===== config.mk =====
export PLATFORM = sky130hd
export DESIGN_NAME = vm_controller
export DESIGN_NICKNAME = d
export VERILOG_FILES = /design/src/rtl/vm_controller.sv
export SDC_FILE = /design/constraint.sdc
export NUM_CORES = 1
export LEC_CHECK = 0
export CELL_PAD_IN_SITES_DETAIL_PLACEMENT = 1
export CELL_PAD_IN_SITES_GLOBAL_PLACEMENT = 2
export CORE_MARGIN = 4
export CORE_UTILIZATION = 35
export CTS_BUF_LIST = sky130_fd_sc_hd__clkbuf_8
export DETAILED_ROUTE_END_ITERATION = 12
export GPL_TIMING_DRIVEN = 0
export HOLD_SLACK_MARGIN = 0.03
export PLACE_DENSITY = 0.94
export SETUP_SLACK_MARGIN = 0.02
export SLEW_MARGIN = 20
export SYNTH_ARGS = -nofsm -noshare
export SYNTH_HDL_FRONTEND = slang
export SYNTH_SLANG_ARGS = --single-unit

===== constraint.sdc =====
create_clock -name clk -period 3.7 [get_ports clk]
set_input_delay 0.37 -clock clk [delete_from_list [all_inputs] [get_ports clk]]
set_output_delay 0.37 -clock clk [all_outputs]
set_load 0.01 [all_outputs]

===== src/rtl/vm_controller.sv =====
// Vending machine sequencing controller: credit accumulation, item selection,
// dispense handshake and coin-at-a-time change return.
module vm_controller #(
  parameter int unsigned PRICE0     = 75,
  parameter int unsigned PRICE1     = 100,
  parameter int unsigned PRICE2     = 125,
  parameter int unsigned PRICE3     = 150,
  parameter int unsigned MAX_CREDIT = 500
) (
  input  logic        clk,
  input  logic        rst_n,
  input  logic        coin_valid_i,
  input  logic [7:0]  coin_value_i,
  input  logic        sel_valid_i,
  input  logic [1:0]  sel_item_i,
  input  logic        cancel_i,
  output logic        dispense_valid_o,
  output logic [1:0]  dispense_item_o,
  input  logic        dispense_ready_i,
  output logic        change_valid_o,
  output logic [7:0]  change_coin_o,
  input  logic        change_ready_i,
  output logic [15:0] credit_o,
  output logic        coin_reject_o,
  output logic        sel_short_o,
  output logic        busy_o
);

  typedef enum logic [1:0] {StIdle, StVend, StChange} state_e;

  state_e      state_q;
  logic [15:0] credit_q;
  logic        dispense_valid_q;
  logic [1:0]  dispense_item_q;
  logic        change_valid_q;
  logic [7:0]  change_coin_q;
  logic        coin_reject_q;
  logic        sel_short_q;
  logic        busy_q;

  logic [16:0] coin_sum;
  logic        coin_legal;
  logic        coin_ok;
  logic [15:0] price_sel;
  logic [15:0] credit_after_change;

  // Largest legal denomination that fits in the given credit.
  function automatic logic [7:0] largest_coin(input logic [15:0] c);
    if (c >= 16'd100)     return 8'd100;
    else if (c >= 16'd25) return 8'd25;
    else if (c >= 16'd10) return 8'd10;
    else if (c >= 16'd5)  return 8'd5;
    else                  return 8'd0;
  endfunction

  assign coin_sum   = {1'b0, credit_q} + {9'd0, coin_value_i};
  assign coin_legal = (coin_value_i == 8'd5)  || (coin_value_i == 8'd10) ||
                      (coin_value_i == 8'd25) || (coin_value_i == 8'd100);
  assign coin_ok    = coin_legal && (coin_sum <= 17'(MAX_CREDIT));

  always_comb begin
    price_sel = 16'(PRICE0);
    unique case (sel_item_i)
      2'd0: price_sel = 16'(PRICE0);
      2'd1: price_sel = 16'(PRICE1);
      2'd2: price_sel = 16'(PRICE2);
      2'd3: price_sel = 16'(PRICE3);
      default: price_sel = 16'(PRICE0);
    endcase
  end

  assign credit_after_change = credit_q - {8'd0, change_coin_q};

  always_ff @(posedge clk or negedge rst_n) begin
    if (!rst_n) begin
      state_q          <= StIdle;
      credit_q         <= '0;
      dispense_valid_q <= 1'b0;
      dispense_item_q  <= '0;
      change_valid_q   <= 1'b0;
      change_coin_q    <= '0;
      coin_reject_q    <= 1'b0;
      sel_short_q      <= 1'b0;
      busy_q           <= 1'b0;
    end else begin
      coin_reject_q <= 1'b0;
      sel_short_q   <= 1'b0;
      unique case (state_q)
        StIdle: begin
          if (cancel_i) begin
            coin_reject_q <= coin_valid_i;
            if (credit_q != 16'd0) begin
              state_q        <= StChange;
              change_valid_q <= 1'b1;
              change_coin_q  <= largest_coin(credit_q);
              busy_q         <= 1'b1;
            end
          end else if (sel_valid_i) begin
            coin_reject_q <= coin_valid_i;
            if (credit_q >= price_sel) begin
              state_q          <= StVend;
              credit_q         <= credit_q - price_sel;
              dispense_valid_q <= 1'b1;
              dispense_item_q  <= sel_item_i;
              busy_q           <= 1'b1;
            end else begin
              sel_short_q <= 1'b1;
            end
          end else if (coin_valid_i) begin
            if (coin_ok) credit_q <= coin_sum[15:0];
            else         coin_reject_q <= 1'b1;
          end
        end
        StVend: begin
          coin_reject_q <= coin_valid_i;
          if (dispense_ready_i) begin
            dispense_valid_q <= 1'b0;
            if (credit_q != 16'd0) begin
              state_q        <= StChange;
              change_valid_q <= 1'b1;
              change_coin_q  <= largest_coin(credit_q);
            end else begin
              state_q <= StIdle;
              busy_q  <= 1'b0;
            end
          end
        end
        StChange: begin
          coin_reject_q <= coin_valid_i;
          if (change_ready_i) begin
            credit_q      <= credit_after_change;
            change_coin_q <= largest_coin(credit_after_change);
            if (credit_after_change == 16'd0) begin
              state_q        <= StIdle;
              change_valid_q <= 1'b0;
              busy_q         <= 1'b0;
            end
          end
        end
        default: state_q <= StIdle;
      endcase
    end
  end

  assign dispense_valid_o = dispense_valid_q;
  assign dispense_item_o  = dispense_item_q;
  assign change_valid_o   = change_valid_q;
  assign change_coin_o    = change_coin_q;
  assign credit_o         = credit_q;
  assign coin_reject_o    = coin_reject_q;
  assign sel_short_o      = sel_short_q;
  assign busy_o           = busy_q;

endmodule


Word-level counts from Yosys, hierarchy flattened
Cells that the tools add are included.
{ "totals": {"ff_bits": 33, "inputBits": 17, "out_inout_bits": 31} }
{ "op_classes": {"n_addsub": 3, "n_lt_le_gt_ge": 10, "eq_ne": 23, "mux": 55, "n_bitwise": 1, "n_reduce_logical": 19} }
{ "op_table": {"columns": ["cell", "count"], "rows": [
  ["two-way mux 16 bit", 6],
  ["one-hot mux 16 bit (4 select lines)", 1],
  ["two-way mux 8 bit", 7],
  [">= comparator 16 x 3 -> 1 bit (second input constant)", 2],
  [">= comparator 16 x 4 -> 1 bit (second input constant)", 2],
  [">= comparator 16 x 5 -> 1 bit (second input constant)", 2],
  [">= comparator 16 x 7 -> 1 bit (second input constant)", 2],
  ["one-hot mux 16 bit (2 select lines)", 1],
  ["one-hot mux 8 bit (3 select lines)", 1],
  ["two-way mux 1 bit", 21],
  ["inequality test 3 bit (second input constant)", 6],
  ["adder 16 x 8 -> 17 bit", 1],
  ["<= comparator 17 x 9 -> 1 bit (second input constant)", 1],
  [">= comparator 16 bit", 1],
  ["logical NOT 16 bit", 1],
  ["two-way mux 2 bit", 8],
  ["inequality test 2 bit (second input constant)", 8],
  ["nonzero test 16 bit", 1],
  ["subtractor 16 bit", 1],
  ["subtractor 16 x 8 -> 16 bit", 1],
  ["AND reduction 6 bit", 2],
  ["AND reduction 5 bit", 2],
  ["equality test 8 x 3 -> 1 bit (second input constant)", 1],
  ["equality test 8 x 4 -> 1 bit (second input constant)", 1],
  ["other kinds (20)", 31]
]} }

Longest topological paths before layout
Gate-level depths: netlist of run 1.
{ "logic_depth": {"ltp_word": 10, "ltp_mapped": 12} }

Worst setup path before layout of run 1
OpenSTA, ideal clock, no wires.
{ "synth_path": {"path_type": "reg-to-reg", "start": "reg credit_q[0], in the netlist credit_o[0]", "end": "reg busy_q, in the netlist busy_o", "setup_time_ns": 0.125, "arrival_ns": 3.269, "setup_slack_ns": 0.307, "stages_incl_launch_ff": 12, "path_buffers": 0, "path_cell_list": "dfrtp_1 > inv_1 > ha_1 > inv_1 > fa_1 > a21o_1 > a221oi_1 > xnor2_1 > or4b_2 > o41ai_4 > nand4_1 > mux2_2"} }
{ "synth_between": {"elab_chain_cells": 4, "elab_cells_between_ends": 9} }
{ "synth_rtl": {"columns": ["element", "line", "rtl"], "rows": [
  ["start: declaration", "32", "logic [15:0] credit_q;"],
  ["start signal: assignment", "102", "credit_q <= credit_q - price_sel;"],
  ["start signal: assignment", "110", "if (coin_ok) credit_q <= coin_sum[15:0];"],
  ["start signal: assignment", "131", "credit_q <= credit_after_change;"],
  ["subtractor 16 x 8 -> 16 bit", "72", "assign credit_after_change = credit_q - {8'd0, change_coin_q};"],
  ["logical NOT 16 bit", "133", "if (credit_after_change == 16'd0) begin"],
  ["inequality test 2 bit (no source line)", null, null],
  ["AND reduction 8 bit (no source line) *", null, null],
  ["end signal: assignment", "84", "busy_q <= 1'b0;"],
  ["end signal: assignment", "96", "busy_q <= 1'b1;"],
  ["end signal: assignment", "136", "busy_q <= 1'b0;"],
  ["end: declaration", "39", "logic busy_q;"]
]} }
Every way passes the cells marked *; elsewhere a longest branch is shown, timed or not.
A chain may end at the register's enable or synchronous reset.

Worst setup path in the final report of run 1
{ "layout_path": {"start": "reg credit_q[5], in the netlist credit_o[5]", "end": "reg change_coin_q[0], in the netlist change_coin_o[0]"} }
{ "layout_between": {"elab_chain_cells": 8, "elab_cells_between_ends": 23} }
{ "layout_rtl": {"columns": ["element", "line", "rtl"], "rows": [
  ["subtractor 16 x 8 -> 16 bit / >= comparator 16 x 3 -> 1 bit (equally long branches)", "72, 52", null],
  [">= comparator 16 x 3 -> 1 bit / two-way mux 3 bit (equally long branches)", "52", "else if (c >= 16'd5) return 8'd5;"],
  ["two-way mux 3 bit / two-way mux 8 bit (equally long branches)", "52, 51", null],
  ["two-way mux 4 bit / two-way mux 8 bit (equally long branches)", "51, 50", null],
  ["two-way mux 5 bit / two-way mux 8 bit (equally long branches)", "50, 49", null],
  ["two-way mux 7 bit / two-way mux 8 bit (equally long branches)", "49, 92", null],
  ["two-way mux 8 bit (on tied branches)", "130, 116, 90", null],
  ["one-hot mux 8 bit (3 select lines) *", "88", "unique case (state_q)"],
  ["end signal: assignment", "95", "change_coin_q <= largest_coin(credit_q);"],
  ["end signal: assignment", "121", "change_coin_q <= largest_coin(credit_q);"],
  ["end signal: assignment", "132", "change_coin_q <= largest_coin(credit_after_change);"],
  ["end: declaration", "36", "logic [7:0] change_coin_q;"]
]} }
Every way passes the cells marked *; elsewhere a longest branch is shown, timed or not. The select of a mux whose other input is x is not followed.

==> run metrics, run 1 <==
die width=111 um; CP endpoint kind=flip-flop; initial drt markers=177; number of CTS-inserted buffers=5; Vert. Die Dim=111 um; PD cells=1060 mW/mm^2; iteration count of the initial detailed-routing pass=4; Max VDD drop=474 uV; Pins Over Slew Limit=0; WP data arrival=3790 ps; Mapped Area=0.00370 mm^2; worst hold start=dispense_item_o[0]$_DFFE_PN0P_; final HPWL from detailed placement=9.89 mm; Final Core Density=0.445; layout cells sized above 1=0.146; Core Region=0.0103 mm^2; I/O pin total=48; Worst Tran Pin Value=661 ps; first-pass GRT wire length=20.7 mm; Synth area leaders=dfrtp_1 (21%), ha_1 (10%), xnor2_1 (4.3%), a21oi_1 (4.1%), o21ai_0 (3.8%); DIE AREA=0.0123 mm^2; Detail Route Antenna Nets=0; Critical Path RT=3930 ps; Yosys cell types=78; CTS H-Tree Depth=2; aggregate global routing overflow=0; nets@finish=565; sequential area share after synthesis=0.210; Synth Net Count=502; Clock Sinks=31; Hold Path Class=reg2reg; max-cap violations=0; syn_area_per_cell=8.19 um^2; CP max FO=7; LEAKAGE=1.87 nW; Final Wtd Congestion=0.952; worst reg2reg path depth=9; Synth top area share=0.210; Area growth syn-to-layout=24.2%; initial antenna violation count=0; Via density=5.88; Final Cycle Share=0.960; Worst Setup Start Kind=flip-flop; clock slew at reported path FFs=70 ps; synth warn=0; row cnt=37; fin cells=651; #FFs+latches synth=31; via count of the first global-routing pass=3,925; fmax=281 MHz; Initial Util=0.358; FF-to-FF End=change_coin_o[0]$_DFFE_PN0P_; Vias=3,830; WHS Path Cells=1; ANT cells=0; Fin Clk Skew=2.80 ps; Hold EP=dispense_item_o[0]$_DFFE_PN0P_; DRC Markers=0; Clock Latency Late Sink=290 ps; min cycle time layout=3550 ps; RR Startpoint=credit_o[5]$_DFFE_PN0P_; synthesized instance count=452; top-count cell post-synth=nor2_1; status=complete, no violations; total power=4.85 mW; DR WL/cell=19.4 um; cell total after placement=635; worst reg-to-reg setup slack=150 ps; setup ws final=147 ps; Root Driver=clkbuf_8; CP Class=reg2reg; commonest cells in the synthesized netlist=nor2_1 (35), dfrtp_1 (31), a21oi_1 (30), ha_1 (30); dpl ws=-378 ps; slew margin rel.=0.557; TritonCTS clock tree=done; ys async rst share=1.00; PortBufs=46; Main synth FF type=dfrtp_1; Final Hold Vio Count=0; total global-route track usage=0.202; Post-synth EDFFs=0; # setup viols final=0; clk buf depth=2; largest net degree at the start of global routing=19; Yosys top cell by area=dfrtp_1; DRT Wirelength=12.6 mm
## area by class of cell
class	instances	area [um^2]
Fill cell	1267	5730
Clock inverter	1	5.00
Sequential cell	31	781
Clock buffer	6	82.6
Multi-Input combinational cell	376	2810
Tap cell	136	170
Inverter	26	97.6
Buffer	19	97.6
Timing Repair Buffer	56	553
## cells in the final DEF (no fill, tap or decap), types with 4 or more instances in the layout
master and instances:
and2_1 4, clkbuf_1 12, a21oi_1 29, nor3_1 9, dfrtp_1 27, dfrtp_2 4, a311o_1 4, nor2_1 34
xnor2_1 17, nand3_1 21, a31oi_1 7, o22ai_1 4, o21ai_0 28, nand2b_1 9, mux2_2 12, or3_1 6
inv_1 25, buf_4 10, xor2_1 8, clkdlybuf4s50_1 45, clkbuf_8 6, o211ai_1 4, nor2b_1 11, nand4_1 4
ha_1 29, and3_1 5, a211oi_1 4, o31ai_1 4, nand2_1 27, mux2i_1 4, or2_2 4, a21o_1 10
## per-layer routing
metal / global-route usage / vias up / wire length, um
li1: - / 1812 / -
met1: 0.271 / 1910 / 5880
met2: 0.336 / 80 / 6060
met3: 0.0344 / 28 / 430
met4: 0.0534 / 0 / 279
met5: 0 / - / 0
## metrics by stage
step           hold WS (ps)  instance area [um^2]  TNS (ps)
5_1_grt                 540                  4600     -18.5
4_1_cts                 512                  4500         0
6_report                507                  4600         0
3_5_place_dp            310                  4350     -4410
3_3_place_gp            490                  4330     -2870
2_1_floorplan          74.4                  3700         0
## power by group
part | total [mW] | internal [mW] | switching, mW
combinational | 3.81 | 1.64 | 2.17
sequential | 0.761 | 0.495 | 0.266
clock | 0.282 | 0.146 | 0.136
## how the worst max path moves through the flow
stage / from / end / slack (ps) / cells past startpoint
global route: credit_o[3]$_DFFE_PN0P_ / change_coin_o[0]$_DFFE_PN0P_ / -20 / 10
detailed placement: sel_item_i[0] / credit_o[3]$_DFFE_PN0P_ / -380 / 13
global placement: sel_item_i[0] / credit_o[4]$_DFFE_PN0P_ / -290 / 13
finish: credit_o[5]$_DFFE_PN0P_ / change_coin_o[0]$_DFFE_PN0P_ / 150 / 9
CTS: credit_o[0]$_DFFE_PN0P_ / busy_o$_DFFE_PN0P_ / 20 / 11
floorplan: credit_o[0]$_DFFE_PN0P_ / busy_o$_DFFE_PN0P_ / 310 / 11
## critical path, cell delays in order, from the launching register on
cell and delay (ps):
dfrtp_1 500, ha_1 520, nand2_1 110, a211oi_2 460
or4b_1 480, a31oi_1 160, o211ai_1 300, a2111o_1 530
o32ai_2 290, o22a_1 150
## sequential cells by signal, indices dropped and copies added, names as in the netlist
name,cells
credit_o,16
change_coin_o,6
state_q,2
coin_reject_o,1
change_valid_o,1
dispense_item_o,2
busy_o,1
sel_short_o,1
dispense_valid_o,1
## timing repair
action / 4_1_cts / 5_1_grt
gates resized for setup: 8 / 17
hold buffers: 1 / 0
setup endpoints to repair: 14 / 24
hold endpoints to repair: 13 / 0
buffers inserted: 2 / 6
pin swaps: 3 / 6
## cells by family (layout without fill, tap and decap cells)
family / Yosys count / in the layout / share of synthesized area
other: 1 / 1 / 0.00101
XOR/XNOR: 26 / 26 / 0.0615
adder cells (fa/ha/maj): 33 / 33 / 0.118
multiplexers: 16 / 16 / 0.0473
AO/OA/AOI/OAI: 141 / 141 / 0.274
buffers and inverters: 45 / 108 / 0.0524
AND/OR/NAND/NOR: 159 / 159 / 0.237
flip-flops: 31 / 31 / 0.210
(Power assumes the default switching activity.)
==> run 2: changes to the inputs <==
--- a/config.mk
+++ b/config.mk
@@ -5,6 +5,7 @@
 export SDC_FILE = /design/constraint.sdc
 export NUM_CORES = 1
 export LEC_CHECK = 0
+export CAP_MARGIN = 25
 export CELL_PAD_IN_SITES_DETAIL_PLACEMENT = 1
 export CELL_PAD_IN_SITES_GLOBAL_PLACEMENT = 2
 export CORE_MARGIN = 4
==> results of run 2 <==
The final DEF is identical to that of run 1; final timing and power are the same.
